**src/rtl/rx_tx_fifo.sv**
```systemverilog
// rx_tx_fifo: byte FIFO between UART receiver and transmitter in the echo path.
// Captures every received byte, buffers up to 2^DEPTH_LOG2 entries, and launches
// them one at a time into the transmitter with a start/busy handshake.
module rx_tx_fifo #(
    parameter int unsigned DATA_W      = 8,
    parameter int unsigned DEPTH_LOG2  = 4,
    parameter int unsigned ACK_TIMEOUT = 15
) (
    input  logic                  clk_i,
    input  logic                  rst_i,
    input  logic [DATA_W-1:0]     rx_data_i,
    input  logic                  rx_valid_i,
    input  logic                  tx_busy_i,
    output logic [DATA_W-1:0]     tx_data_o,
    output logic                  tx_start_o,
    output logic [DEPTH_LOG2:0]   count_o,
    output logic                  empty_o,
    output logic                  full_o,
    output logic                  overflow_o,
    input  logic                  overflow_clr_i
);

    localparam int unsigned DEPTH = 1 << DEPTH_LOG2;
    localparam int unsigned TMR_W = (ACK_TIMEOUT < 1) ? 1 : $clog2(ACK_TIMEOUT + 1);

    localparam logic [DEPTH_LOG2:0]   CNT_ONE  = (DEPTH_LOG2 + 1)'(1);
    localparam logic [DEPTH_LOG2:0]   CNT_FULL = (DEPTH_LOG2 + 1)'(DEPTH);
    localparam logic [DEPTH_LOG2-1:0] PTR_ONE  = DEPTH_LOG2'(1);
    localparam logic [TMR_W-1:0]      TMR_LOAD = TMR_W'(ACK_TIMEOUT);
    localparam logic [TMR_W-1:0]      TMR_ONE  = TMR_W'(1);

    typedef enum logic [1:0] {
        S_IDLE,
        S_LAUNCH,
        S_WAIT_ACK,
        S_WAIT_DONE
    } state_e;

    state_e                  state_q;
    logic [DATA_W-1:0]       mem_q [DEPTH];
    logic [DEPTH_LOG2-1:0]   wr_ptr_q, wr_ptr_d;
    logic [DEPTH_LOG2-1:0]   rd_ptr_q;
    logic [DEPTH_LOG2:0]     count_q, count_d;
    logic                    overflow_q;
    logic [DATA_W-1:0]       tx_data_q;
    logic                    tx_start_q;
    logic [TMR_W-1:0]        timer_q;

    logic                    empty;
    logic                    full;
    logic                    pop;
    logic                    push;
    logic                    ovf_set;

    assign empty = (count_q == '0);
    assign full  = (count_q == CNT_FULL);

    // Pop only on the IDLE->LAUNCH transition; a pop frees a slot for a same-cycle push even when full.
    always_comb begin
        pop     = (state_q == S_IDLE) && !empty && !tx_busy_i;
        push    = rx_valid_i && (!full || pop);
        ovf_set = rx_valid_i && full && !pop;
    end

    // Next write pointer and occupancy count.
    always_comb begin
        wr_ptr_d = wr_ptr_q;
        count_d  = count_q;
        if (push) begin
            wr_ptr_d = wr_ptr_q + PTR_ONE;
        end
        unique case ({push, pop})
            2'b10:   count_d = count_q + CNT_ONE;
            2'b01:   count_d = count_q - CNT_ONE;
            default: count_d = count_q;
        endcase
    end

    // Storage array; contents need no reset.
    always_ff @(posedge clk_i) begin
        if (push) begin
            mem_q[wr_ptr_q] <= rx_data_i;
        end
    end

    // Write pointer, count and sticky overflow flag (set beats clear).
    always_ff @(posedge clk_i or negedge rst_i) begin
        if (!rst_i) begin
            wr_ptr_q   <= '0;
            count_q    <= '0;
            overflow_q <= 1'b0;
        end else begin
            wr_ptr_q <= wr_ptr_d;
            count_q  <= count_d;
            if (ovf_set) begin
                overflow_q <= 1'b1;
            end else if (overflow_clr_i) begin
                overflow_q <= 1'b0;
            end
        end
    end

    // Launch FSM: pops a byte, pulses start, then waits for the transmitter ack and completion.
    always_ff @(posedge clk_i or negedge rst_i) begin
        if (!rst_i) begin
            state_q    <= S_IDLE;
            rd_ptr_q   <= '0;
            tx_data_q  <= '0;
            tx_start_q <= 1'b0;
            timer_q    <= '0;
        end else begin
            tx_start_q <= 1'b0;
            unique case (state_q)
                S_IDLE: begin
                    if (pop) begin
                        tx_data_q  <= mem_q[rd_ptr_q];
                        rd_ptr_q   <= rd_ptr_q + PTR_ONE;
                        tx_start_q <= 1'b1;
                        state_q    <= S_LAUNCH;
                    end
                end
                S_LAUNCH: begin
                    timer_q <= TMR_LOAD;
                    state_q <= S_WAIT_ACK;
                end
                S_WAIT_ACK: begin
                    // Expired ack: the byte counts as sent and is not retried.
                    if (tx_busy_i) begin
                        state_q <= S_WAIT_DONE;
                    end else if (timer_q == '0) begin
                        state_q <= S_IDLE;
                    end else begin
                        timer_q <= timer_q - TMR_ONE;
                    end
                end
                S_WAIT_DONE: begin
                    if (!tx_busy_i) begin
                        state_q <= S_IDLE;
                    end
                end
                default: state_q <= S_IDLE;
            endcase
        end
    end

    assign tx_data_o  = tx_data_q;
    assign tx_start_o = tx_start_q;
    assign count_o    = count_q;
    assign empty_o    = empty;
    assign full_o     = full;
    assign overflow_o = overflow_q;

endmodule

```
**config.mk**
```make
export PLATFORM = sky130hd
export DESIGN_NAME = rx_tx_fifo
export DESIGN_NICKNAME = d
export VERILOG_FILES = /design/src/rtl/rx_tx_fifo.sv
export SDC_FILE = /design/constraint.sdc
export NUM_CORES = 1
export LEC_CHECK = 0
export ABC_AREA = 1
export CAP_MARGIN = 40
export CELL_PAD_IN_SITES_DETAIL_PLACEMENT = 1
export CELL_PAD_IN_SITES_GLOBAL_PLACEMENT = 1
export CORE_AREA = 2 2 137 139
export CTS_CLUSTER_DIAMETER = 30
export DETAILED_ROUTE_END_ITERATION = 8
export DIE_AREA = 0 0 139 141
export GPL_TIMING_DRIVEN = 0
export PLACE_DENSITY_LB_ADDON = 0.05
export SLEW_MARGIN = 20
export SYNTH_ARGS = -nofsm -noshare
export SYNTH_HDL_FRONTEND = slang
export SYNTH_SLANG_ARGS = --single-unit
```
**constraint.sdc**
```tcl
create_clock -name clk_i -period 3.91 [get_ports clk_i]
set_clock_uncertainty 0.15 [all_clocks]
set_input_delay 0.5865 -clock clk_i [delete_from_list [all_inputs] [get_ports clk_i]]
set_output_delay 0.5865 -clock clk_i [all_outputs]
set_load 0.03 [all_outputs]
```
# Word level (Yosys, flattened, before mapping)
# Memory sizes are Yosys's and may differ from the RTL's. A register that Yosys moved wholly into a read port is not among the register bits.
# Cells that the tools add are included.
[word_totals]
reg_bits = 21
mem_bits_rw = 128
output_inout_bits = 17
elab_cells = 59
memories = 1
[classes]
addsub = 5
eq_ne = 11
n_mux = 15
reduce_logical = 20
[memory_table]
columns = ["name", "depth", "word_bits", "rd", "rd_clocked_by_memory_dff", "wr", "line", "rtl"]
rows = [
  ["mem_q", 16, 8, 1, 1, 1, "40", "logic [DATA_W-1:0] mem_q [DEPTH];"],
]
[ops]
columns = ["operator", "n"]
rows = [
  ["$pmux W5 S2", 1],
  ["$add A4 B1 Y4 const B", 2],
  ["$mux W2", 4],
  ["$mux W4", 2],
  ["$ne A2 B2 Y1 const B", 4],
  ["$pmux W2 S4", 1],
  ["$pmux W4 S2", 1],
  ["$eq A2 B2 Y1 const B", 3],
  ["$mux W1", 6],
  ["$reduce_and A3 Y1", 2],
  ["$reduce_bool A2 Y1", 3],
  ["$add A5 B1 Y5 const B", 1],
  ["$eq A5 B5 Y1 const B", 1],
  ["$logic_and A1 B1 Y1", 5],
  ["$logic_not A1 Y1", 5],
  ["$logic_not A5 Y1", 1],
  ["$sub A5 B1 Y5 const B", 1],
  ["$eq A2 B1 Y1 const B", 2],
  ["$logic_not A4 Y1", 1],
  ["$sub A4 B1 Y4 const B", 1],
  ["$ne A3 B3 Y1 const B", 1],
  ["$logic_not A2 Y1", 1],
  ["$reduce_and A2 Y1", 1],
  ["$logic_or A1 B1 Y1", 1],
]

# Longest topological paths before layout
[logic_depth]
ltp_word = 8
ltp_mapped = 16
mapped_depth_nobuf = 16

# Least setup slack after synthesis
# No wires, ideal clock.
[synth_timing]
kind = "register to register"
startpoint = "register count_q[1] (netlist: count_o[1])"
endpoint = "register count_q[4] (netlist: count_o[4])"
setup_ps = 66
arrival_time_ps = 2378
required_time_ps = 3694
slack_ps = 1316
path_stages_with_launch = 16
n_path_buf = 0
synth_period_minus_slack_ps = 2594
cell_sequence = "dfrtp_1 nor2_1 nand3_1 nor2_4 nand2_1 nand2_1 ha_1 xor2_1 ha_1 inv_1 nand2_1 nand3_1 nand2_1 xor2_1 nand2_1 nand2_1"
[synth_between]
word_cells_on_any_way = 14
cone_classes = "add/sub (2); eq/ne (3); mux (1); reduce/logical (8)"
[synth_rtl]
columns = ["element", "line", "rtl"]
rows = [
  ["start: declaration", "43", "logic [DEPTH_LOG2:0] count_q, count_d;"],
  ["start signal: assignment", "94", "count_q <= count_d;"],
  ["$eq A5 B5 Y1 *", "56", "assign full = (count_q == CNT_FULL);"],
  ["named net full_o", "18", "output logic full_o,"],
  ["$logic_not A1 Y1 *", "61", "push = rx_valid_i && (!full || pop);"],
  ["$logic_or A1 B1 Y1 *", "61", ""],
  ["$logic_and A1 B1 Y1 *", "61", ""],
  ["$eq A2 B1 Y1 or $eq A2 B2 Y1 (tied branches)", "72", "unique case ({push, pop})"],
  ["$pmux W5 S2 or $reduce_bool A2 Y1 (tied branches)", "n/a", ""],
]
# Mark *: on every way through the listed nets, which the timed path passes. The rest lies on a longest branch.
# A chain may end at the register's enable or synchronous reset.

# Worst setup path in the final report
[layout_timing]
startpoint = "input tx_busy_i"
endpoint = "register count_q[4] (netlist: count_o[4])"
[layout_between]
elab_chain_cells = 6
word_cells_on_any_way = 8
cone_classes = "eq/ne (2); mux (1); reduce/logical (5)"
[layout_lines]
columns = ["element", "line", "rtl"]
rows = [
  ["start: declaration", "13", "input logic tx_busy_i,"],
  ["$logic_not A1 Y1 *", "n/a", ""],
  ["$logic_and A1 B1 Y1 *", "60", "pop = (state_q == S_IDLE) && !empty && !tx_busy_i;"],
  ["$logic_or A1 B1 Y1", "61", ""],
  ["$logic_and A1 B1 Y1", "61", ""],
  ["$eq A2 B1 Y1 or $eq A2 B2 Y1 (tied branches)", "72", ""],
  ["$pmux W5 S2 or $reduce_bool A2 Y1 (tied branches)", "n/a", ""],
]
# Every way passes the cells marked *; elsewhere a longest branch is shown, timed or not.

==> summary.txt <==
total power - 6.32 mW
reg-to-reg slack, setup - 1200 ps
Slew Limit Fails - 0
initial antenna violation count - 0
Fmax achieved - 353 MHz
cells after synthesis - 716
Final period util - 72.5%
Final Hold Viols - 0
Total GRT Usage - 20.7%
IO buf count - 29
Crit-path slowest cell - clkdlybuf4s50_1
dpl ws - 594 ps
Comb pwr share - 37.4%
clk slew on worst S/H paths - 60 ps
Setup CP Type - input port to flop
Die W - 139 um
die area - 19600 um^2
core box area - 18300 um^2
Critical Path AT - 3050 ps
ANT cells - 0
RSZ-0062 raised after global routing - no
Initial DRC Count - 263
worst path buffer plus inverter count - 4
proportion of layout cells with a drive suffix above 1 - 9.29%
Avg Cell Area, Syn - 9.89 um^2
Hold Path Class - flop to flop
deepest clock path buffer count - 2
# setup viols final - 0
placed insts - 986
worst skew pair latency - 430 ps
peak supply drop - 409 uV
FILL cells - 2046
Slew HR - 46.6%
die span in y - 141 um
cts bufs inserted - 17
syn_nets - 739
Clk pwr share - 27.5%
post_cts resized - 0
Top Ports - 30
H-tree depth - 4
power per cell area - 754 nW/um^2
sequential area share after synthesis - 64.5%
Worst Max-Slew Pin Slew - 799 ps
Worst setup EP type - flop
crit-path max FO - 11
status - finished, final reports clean
Rows - 50
Ys Warns - 0
Initial Util - 38.8%
cell area after layout - 8380 um^2
total congestion overflow - 0
Pre-antenna DRT Iters - 4
Post-route DRC - 0
post-CTS setup buffer count - 0
Hold Slack - 338 ps
WP data required - 4130 ps
Routed WL - 19400 um
setup ws final - 1080 ps
register bit count reported by yosys - 157
post-route insts no fill - 1020
Vias/cell - 4.88
pin count of the biggest net entering global routing - 27
P_leak - 3.76 nW
max cap viols - 0
clk root buf - clkbuf_16
fin nets - 796
Final HPWL DP - 13900 um
Net Sw Frac - 38.8%
GP Congestion - 0.873
Setup TNS - 0 ps
DR vias - 4975
first-pass GRT wire length - 29900 um
CTS tree - yes
Yosys cell types - 26
internal power - 3.87 mW
max incr delay on CP - 490 ps
Seq pwr share - 35.2%
startpoint types - input port
synthesis-to-finish area growth - 18.3%
critical path's most frequent cell - nand2_1
Core Util, Final - 45.9%
synthesized cell area - 7080 um^2
min Tclk post-route - 2830 ps
Net Switching - 2.45 mW
placed cell area - 7730 um^2
Wirelength per Cell - 19.0 um
Crit path max-delay family - buffers and inverters
crit-path cells - clkdlybuf4s50_1 > nor2_4 > nand2_4 > inv_1 > buf_2 > ha_1 > xor2_1 > ha_1 > inv_1 > nand2_1 > nand3_1 > nand2_1 > xor2_1 > nand2_1 > nand2_1
TritonCTS Sinks - 157
vias in the first global route - 5290
antenna viol nets, final - 0
power groups by stage:
stage | Sequential [mW] | Clock [mW] | Combinational [mW]
floorplan | 2.35 | 0 | 1.39
global placement | 2.24 | 0 | 2.32
detailed placement | 2.26 | 0 | 2.39
CTS | 2.22 | 1.77 | 2.40
global route | 2.25 | 1.82 | 2.63
finish | 2.22 | 1.74 | 2.36
state kept, by name, summed over array words and instances (netlist names):
name and flops:
count_o 5, mem_q 128, overflow_o 1, rd_ptr_q 4, state_q 2, timer_q 4
tx_data_o 8, tx_start_o 1, wr_ptr_q 4
placed cells by master, fill, tap and decap left out, types with 5 or more instances in the layout:
cell type and n:
xor2_1 9, ha_1 10, clkdlybuf4s50_1 28, nand2_4 5, clkbuf_16 17, o21ai_0 8, nor2_1 22, nand3_1 109
nand2_1 224, edfxtp_1 128, dfrtp_1 29, inv_1 124, buf_2 23
worst register-to-register path: cells and delay by family, from the launching register on:
family | cells | cell delay (ps)
XOR/XNOR | 2 | 370
adder cells (fa/ha/maj) | 2 | 510
buffers and inverters | 4 | 520
flip-flops | 1 | 420
AND/OR/NAND/NOR | 8 | 690
cells by family after synthesis:
| logic type | Yosys count | share of synthesized area [%] |
|---|---|---|
| and+or+nand+nor | 365 | 22.2 |
| DFF | 157 | 64.5 |
| buffers and inverters | 155 | 8.61 |
| AOI/OAI and AO/OA | 19 | 1.64 |
| xor gates and xnor gates | 10 | 1.24 |
| adders and majority gates | 10 | 1.77 |
layout make-up:
cell class | count | area (um^2) | area share (%)
buffer | 27 | 129 | 1.54
multi-input combinational | 404 | 1900 | 22.7
sequential | 157 | 4570 | 54.5
inverter | 128 | 480 | 5.74
tap | 234 | 293 | 3.50
timing repair buffer | 38 | 387 | 4.62
clock buffer | 17 | 425 | 5.08
clock inverter | 15 | 191 | 2.29
path summary, 6_finish.rpt:
kind / from / to / cells after the start
setup / recovery: tx_busy_i / count_o[4] / 15
hold / removal: tx_data_o[0] / tx_data_o[0] / 2
setup reg to reg: state_q[1] / count_o[4] / 16
hold reg to reg: tx_data_o[0] / tx_data_o[0] / 2
max in group asynchronous: rst_i / rd_ptr_q[0] / 3
min in group asynchronous: rst_i / timer_q[0] / 2
synth_stat cells, drive strengths merged:
cell | count | area share, %
nand2 | 230 | 13
edfxtp | 128 | 54
inv | 127 | 6.7
nand3 | 109 | 7.7
dfrtp | 29 | 10
nor2 | 24 | 1.5
buf | 23 | 1.6
o21ai | 11 | 0.78
ha | 10 | 1.8
xor2 | 9 | 1.1
clkbuf | 4 | 0.21
a21oi | 3 | 0.21
a21boi | 2 | 0.37
a31oi | 2 | 0.18
nand4 | 2 | 0.27
clkinv | 1 | 0.053
o21bai | 1 | 0.11
xnor2 | 1 | 0.12
timing repair:
action,4_1_cts,5_1_grt
hold buffers,1,0
endpoints found under the hold margin,3,0
endpoints found under the setup margin,0,0
routing by layer:
layer  wire [um]  track usage [%]
met5           0                0
met4         345             7.28
met2        9960             36.4
met3         503             3.33
met1        8540             26.2
Note: power is estimated with default switching activity, not from simulation.
